[config.mk]
export PLATFORM = sky130hd
export DESIGN_NAME = port_arbiter5
export DESIGN_NICKNAME = d
export VERILOG_FILES = /design/src/rtl/port_arbiter5.sv
export SDC_FILE = /design/constraint.sdc
export NUM_CORES = 1
export LEC_CHECK = 0
export ABC_AREA = 1
export ABC_CLOCK_PERIOD_IN_PS = 4650
export CAP_MARGIN = 15
export CORE_UTILIZATION = 54
export DETAILED_ROUTE_END_ITERATION = 8
export DONT_BUFFER_PORTS = 1
export GPL_TIMING_DRIVEN = 0
export PLACE_DENSITY = 0.7
export SLEW_MARGIN = 20
export SYNTH_ARGS = -nofsm -noshare
export SYNTH_HDL_FRONTEND = slang
export SYNTH_SLANG_ARGS = --single-unit
export TNS_END_PERCENT = 50
[constraint.sdc]
create_clock -name clk -period 4.65 [get_ports clk]
set_clock_uncertainty 0.05 [all_clocks]
set_input_delay 0.2325 -clock clk [delete_from_list [all_inputs] [get_ports clk]]
set_output_delay 0.2325 -clock clk [all_outputs]
set_load 0.005 [all_outputs]
[src/rtl/port_arbiter5.sv]
// ---------------------------------------------------------------------------
// port_arbiter5
//
// Round-robin arbiter that shares one peripheral port among five masters.
// One master owns the port at a time. Every change of owner is separated by
// one all-zero grant cycle. A watchdog revokes a grant that has been held for
// TIMEOUT cycles. The revoked master is then masked until it drops its request.
//
// Parameters
//   TIMEOUT      maximum owned cycles per grant (2..255)
//
// Ports
//   clk          single clock, rising edge
//   reset_n      asynchronous active-low reset
//   req[4:0]     request lines, bit i held high by master i
//   gnt[4:0]     registered one-hot grant, or all zero
//   gnt_id[2:0]  registered index of the owner, valid while busy=1
//   busy         registered, high while any gnt bit is high
//   timeout_err  registered one-cycle pulse when a grant is revoked
// ---------------------------------------------------------------------------
module port_arbiter5 #(
  parameter int TIMEOUT = 16
) (
  input  logic       clk,
  input  logic       reset_n,
  input  logic [4:0] req,
  output logic [4:0] gnt,
  output logic [2:0] gnt_id,
  output logic       busy,
  output logic       timeout_err
);

  typedef enum logic [1:0] {
    IDLE = 2'd0,
    OWN  = 2'd1,
    GAP  = 2'd2
  } state_t;

  state_t     state, state_next;
  logic [2:0] ptr, ptr_next;
  logic [4:0] mask, mask_next;
  logic [7:0] cnt, cnt_next;
  logic [4:0] gnt_next;
  logic [2:0] gnt_id_next;
  logic       busy_next;
  logic       timeout_err_next;

  logic [4:0] eligible;
  logic       found;
  logic [2:0] winner;
  logic [3:0] scan;

  // Rotating priority scan. The search starts at ptr and wraps modulo 5.
  // The first eligible index wins. Masked masters are never eligible.
  always_comb begin
    eligible = req & ~mask;
    found    = 1'b0;
    winner   = 3'd0;
    scan     = 4'd0;
    for (int k = 0; k < 5; k++) begin
      scan = {1'b0, ptr} + 4'(k);
      if (scan >= 4'd5) scan = scan - 4'd5;
      if (!found && eligible[scan[2:0]]) begin
        found  = 1'b1;
        winner = scan[2:0];
      end
    end
  end

  // Next-state and next-output logic.
  // A mask bit clears whenever its request is low, in every state.
  // In OWN, a request drop is checked before the timeout. A drop on the
  // timeout edge is therefore an ordinary release.
  always_comb begin
    state_next       = state;
    ptr_next         = ptr;
    mask_next        = mask & req;
    cnt_next         = cnt;
    gnt_next         = gnt;
    gnt_id_next      = gnt_id;
    busy_next        = busy;
    timeout_err_next = 1'b0;

    case (state)
      IDLE, GAP: begin
        if (found) begin
          gnt_next    = 5'b00001 << winner;
          gnt_id_next = winner;
          busy_next   = 1'b1;
          ptr_next    = (winner == 3'd4) ? 3'd0 : winner + 3'd1;
          cnt_next    = 8'd1;
          state_next  = OWN;
        end else begin
          gnt_next   = 5'b00000;
          busy_next  = 1'b0;
          state_next = IDLE;
        end
      end
      OWN: begin
        if (!req[gnt_id]) begin
          gnt_next   = 5'b00000;
          busy_next  = 1'b0;
          state_next = GAP;
        end else if (cnt == 8'(TIMEOUT)) begin
          gnt_next          = 5'b00000;
          busy_next         = 1'b0;
          mask_next[gnt_id] = 1'b1;
          timeout_err_next  = 1'b1;
          state_next        = GAP;
        end else begin
          cnt_next = cnt + 8'd1;
        end
      end
      default: begin
        gnt_next   = 5'b00000;
        busy_next  = 1'b0;
        state_next = IDLE;
      end
    endcase
  end

  // State and output registers. Reset clears everything at once, without
  // waiting for a clock edge.
  always_ff @(posedge clk or negedge reset_n) begin
    if (!reset_n) begin
      state       <= IDLE;
      ptr         <= 3'd0;
      mask        <= 5'd0;
      cnt         <= 8'd0;
      gnt         <= 5'd0;
      gnt_id      <= 3'd0;
      busy        <= 1'b0;
      timeout_err <= 1'b0;
    end else begin
      state       <= state_next;
      ptr         <= ptr_next;
      mask        <= mask_next;
      cnt         <= cnt_next;
      gnt         <= gnt_next;
      gnt_id      <= gnt_id_next;
      busy        <= busy_next;
      timeout_err <= timeout_err_next;
    end
  end

endmodule

# Yosys cells after proc, flatten, opt, wreduce, memory -nomap -nowiden
# Cells that the tools add are included.
[word_totals]
regBits = 28
in_bits = 7
output_inout_bits = 10
[classes]
addsub = 11
magnitude_cmp = 12
eq_ne = 8
n_shift = 1
muxes = 52
bitwise = 4
reduce_logical = 14
[ops]
columns = ["cell", "n"]
rows = [
  ["$mux W3", 11],
  ["$mux W5", 6],
  ["$lt A3 B4 Y1 const B", 6],
  ["$mux W8", 3],
  ["$mux W1", 19],
  ["$bmux W1 S3", 6],
  ["$ge A4 B3 Y1 const B", 4],
  ["$pmux W8 S2", 1],
  ["$sub A3 B3 Y3 const B", 5],
  ["$and A5 B5 Y5", 2],
  ["$pmux W5 S2", 1],
  ["$add A3 B2 Y4 const B", 2],
  ["$add A8 B1 Y8 const B", 1],
  ["$eq A8 B5 Y1 const B", 1],
  ["$ne A2 B2 Y1 const B", 3],
  ["$logic_and A1 B1 Y1", 5],
  ["$not A5 Y5", 1],
  ["$or A5 B5 Y5", 1],
  ["$shl A1 B3 Y5 const A", 1],
  ["$add A3 B1 Y4 const B", 1],
  ["$add A3 B3 Y4 const B", 1],
  ["$logic_not A1 Y1", 4],
  ["$mux W2", 2],
  ["$pmux W2 S2", 1],
  ["other kinds (14)", 14],
]

# Logic depth before layout (Yosys ltp)
[depth]
depth_word = 20
mapped_depth = 25
depth_no_buf = 24

# Least setup slack after synthesis
# OpenSTA, ideal clock, no wires.
[synth_path]
path_type = "register to register"
start = "register ptr[0]"
end = "register ptr[2]"
arrival_time_ns = 3.217
required_time_ns = 4.517
path_slack_ns = 1.300
path_stages_with_launch = 24
path_buffers = 1
period_less_slack_ns = 3.350
cell_sequence = "dfrtp_1 > buf_6 > inv_2 > ha_1 > inv_1 > fa_1 > inv_1 > nand2_1 > o21ai_0 > nand3b_1 > nand2_1 > nand2_1 > nand2_1 > nor2_2 > nand3_1 > inv_1 > nand2_1 > nand2_2 > inv_1 > ha_1 > ha_1 > nor2_1 > nand2_1 > o21ai_0"
[synth_via]
elab_chain_cells = 19
[synth_lines]
columns = ["element", "line_no", "source"]
rows = [
  ["start, declared", "40", "logic [2:0] ptr, ptr_next;"],
  ["start signal, assigned", "136", "ptr <= ptr_next;"],
  ["parallel branches: the longest is 16 deep, another holds $add A3 B1 Y4", "n/a", ""],
  ["$mux W3 (*)", "63", "if (!found && eligible[scan[2:0]]) begin"],
  ["named net winner[0]", "50", "logic [2:0] winner;"],
  ["$add A3 B1 Y3 or $eq A3 B3 Y1 (tied branches)", "90", "ptr_next = (winner == 3'd4) ? 3'd0 : winner + 3'd1;"],
  ["$mux W3 (*)", "90", ""],
]
# Mark *: on every way through the listed nets, which the timed path passes. The select of a mux whose other input is x is not followed.
# A chain may end at the register's enable or synchronous reset.

# Final worst setup path
# Same ends and word-level chain as after synthesis.

==> run metrics <==
status=completed; GR Overflow Total=0; final hold vios=0; post-DP HPWL=4070 microns; Post-Syn Nets=348; Tcrit/Tclk final=82.2%; Via density=5.48; nets=355; largest net degree at the start of global routing=29; Clk pin slew, worst setup/hold paths=0.10 ns; hold path start=req[1]; Final Setup Violations=0; Startpoint Class=flip-flop; initial drt markers=100; critical path type=reg2reg; Period minus WS final=3.82 ns; critical path required time=4.80 ns; Critical Path AT=3.97 ns; drt first pass iters=4; ANT cells=0; share of cells above drive strength 1=14.2%; FMAX=262 MHz; die height=68.4 microns; CTS tree=built; Setup crit start=ptr[0]; post-route ant nets=0; Mapped Area=0.00238 sq mm; CTS-repair resized insts=0; actual slew at the worst max-slew pin=0.989 ns; critical-path maximum fanout=10; count of pins over their slew limit=0; wirelength, routed=5180 microns; Synth Instances=325; initial antenna violation count=0; kind of end point of the critical path=flip-flop; Die Area=0.00467 sq mm; Core Area=0.00412 sq mm; RSZ-0062 raised after global routing=no; reg2reg start=ptr[0]; Max Buffers Root-to-Sink=2; synth unique cells=32; first-pass GRT wire length=8540 microns; Syn Area/Cell=7.32 sq um; vias in the first global route=1,884; DRC errors left=0; GRT Total Usage=24.4%; Port Buffers=0; Placer Congestion=0.866; Clock Tree Root=clkbuf_8; DR WL/cell=13.6 microns; Hold WC Path Type=in2reg; Starting Density=57.8%; Rows=23; CTS H-tree lvls=1; register area share after synthesis=29.5%; CTS sink count=28; Slew headroom=33.5%; CTS Buf Count=3; post-synthesis register bit count=28; I/O Pins=17; Vias=2,089; YS warnings=0; die width=68.4 microns; number of max-cap violations=0; clock latency on the worst-skew pair=0.27 ns; Final TNS setup=0 ns; P&R area growth vs syn=6.21%
## cell usage after synthesis
cell,number,area [sq um]
xnor2_1,2,17.5
o211ai_1,2,15.0
a32o_1,5,50.1
o21ai_2,7,61.3
nor3_1,7,35.0
inv_2,5,18.8
a221oi_1,1,8.76
o22ai_1,1,6.26
nor2_1,13,48.8
fa_1,1,20.0
nor3_4,1,16.3
nand2_2,10,62.6
dfrtp_1,28,701
xor2_1,5,43.8
nor2_2,2,12.5
nand3_2,6,60.1
inv_1,44,165
ha_1,15,188
nand2_4,5,56.3
a21oi_1,4,20.0
nor3_2,1,10.0
nand2_1,83,312
o21bai_1,2,15.0
nand3_1,34,170
a21oi_4,2,32.5
or2_2,1,6.26
buf_6,2,22.5
nor4_1,2,12.5
o21ai_1,2,10.0
o21ai_0,18,90.1
nand4_1,11,68.8
nand3b_1,3,22.5
## worst paths after layout
path                            to  slack (ns)  cells after the start
setup / recovery            ptr[2]        0.83                     23
max in group asynchronous   gnt[1]        4.06                      2
setup reg to reg            ptr[2]        0.83                     23
hold reg to reg             gnt[4]        0.40                      1
min in group asynchronous   cnt[4]        0.34                      2
hold / removal             mask[1]        0.03                      1
## routing by layer
| metal | vias to the layer above | GRT usage, % | part of all wire, % |
|---|---|---|---|
| li1 | 1088 | - | - |
| met1 | 959 | 34.3 | 51 |
| met2 | 40 | 40.0 | 44 |
| met3 | 2 | 3.83 | 3.8 |
| met4 | 0 | 3.13 | 0.42 |
| met5 | - | 0 | 0 |
## cells in the final DEF, fill, tap and decap left out, types with 10 or more instances in the layout
cell type  count
nand2_1       83
inv_1         44
nand3_1       34
dfrtp_1       28
o21ai_0       18
ha_1          15
nor2_1        13
nand4_1       11
nand2_2       10
## registers in the layout (all words and copies together), names as in the netlist
register and count:
busy 1, ptr 3, gnt_id 3, gnt 5
timeout_err 1, mask 5, state 2, cnt 8
## layout make-up
type	count	area, sq um
timing repair buffer	2	30.0
clock buffer	4	55.1
inverter	49	184
buffer	2	22.5
multi-input combinational	246	1470
tap	50	62.6
sequential	28	701
fill	389	1590
## logic make-up (layout without fill, tap and decap cells)
kind of cell | count (synthesis) | after routing | share of synthesized area (%)
AOI/OAI and AO/OA | 44 | 44 | 13.0
xor gates and xnor gates | 7 | 7 | 2.58
adders and majority gates | 16 | 16 | 8.73
buffers and inverters | 51 | 57 | 8.68
DFF | 28 | 28 | 29.5
and+or+nand+nor | 179 | 179 | 37.6
## per-stage QoR
stage / cells / util [%] / hold WS [ns] / cell area [sq um] / setup slack, ns
2_1_floorplan: 325 / - / -0.113 / 2380 / 1.30
3_3_place_gp: 375 / 59.3 / -0.113 / 2440 / 0.887
3_5_place_dp: 375 / 59.3 / -0.113 / 2440 / 0.884
4_1_cts: 381 / 61.4 / 0.0283 / 2530 / 0.850
5_1_grt: 381 / 61.4 / 0.0233 / 2530 / 0.483
6_report: 381 / 61.4 / 0.0299 / 2530 / 0.828
## worst max-delay path, cell delays in order (launching register included)
cell	delay, ns
dfrtp_1	0.43
buf_6	0.17
inv_2	0.14
ha_1	0.16
inv_1	0.05
fa_1	0.35
inv_1	0.11
nand2_1	0.10
o21ai_0	0.37
nand3b_1	0.17
nand2_1	0.05
nand2_1	0.05
nand2_1	0.16
nor2_2	0.23
nand3_1	0.11
inv_1	0.08
nand2_1	0.06
nand2_2	0.13
inv_1	0.07
ha_1	0.18
ha_1	0.28
nor2_1	0.10
nand2_1	0.06
o21ai_0	0.07
## timing repair
item,in CTS,in global routing
hold buffers,2,0
setup buffers,0,0
endpoints found under the hold margin,28,0
setup endpoints to repair,0,0
Power is left out: the tool's default activity adds up to more than one toggle a clock period on the data nets, which glitch-free logic cannot reach.
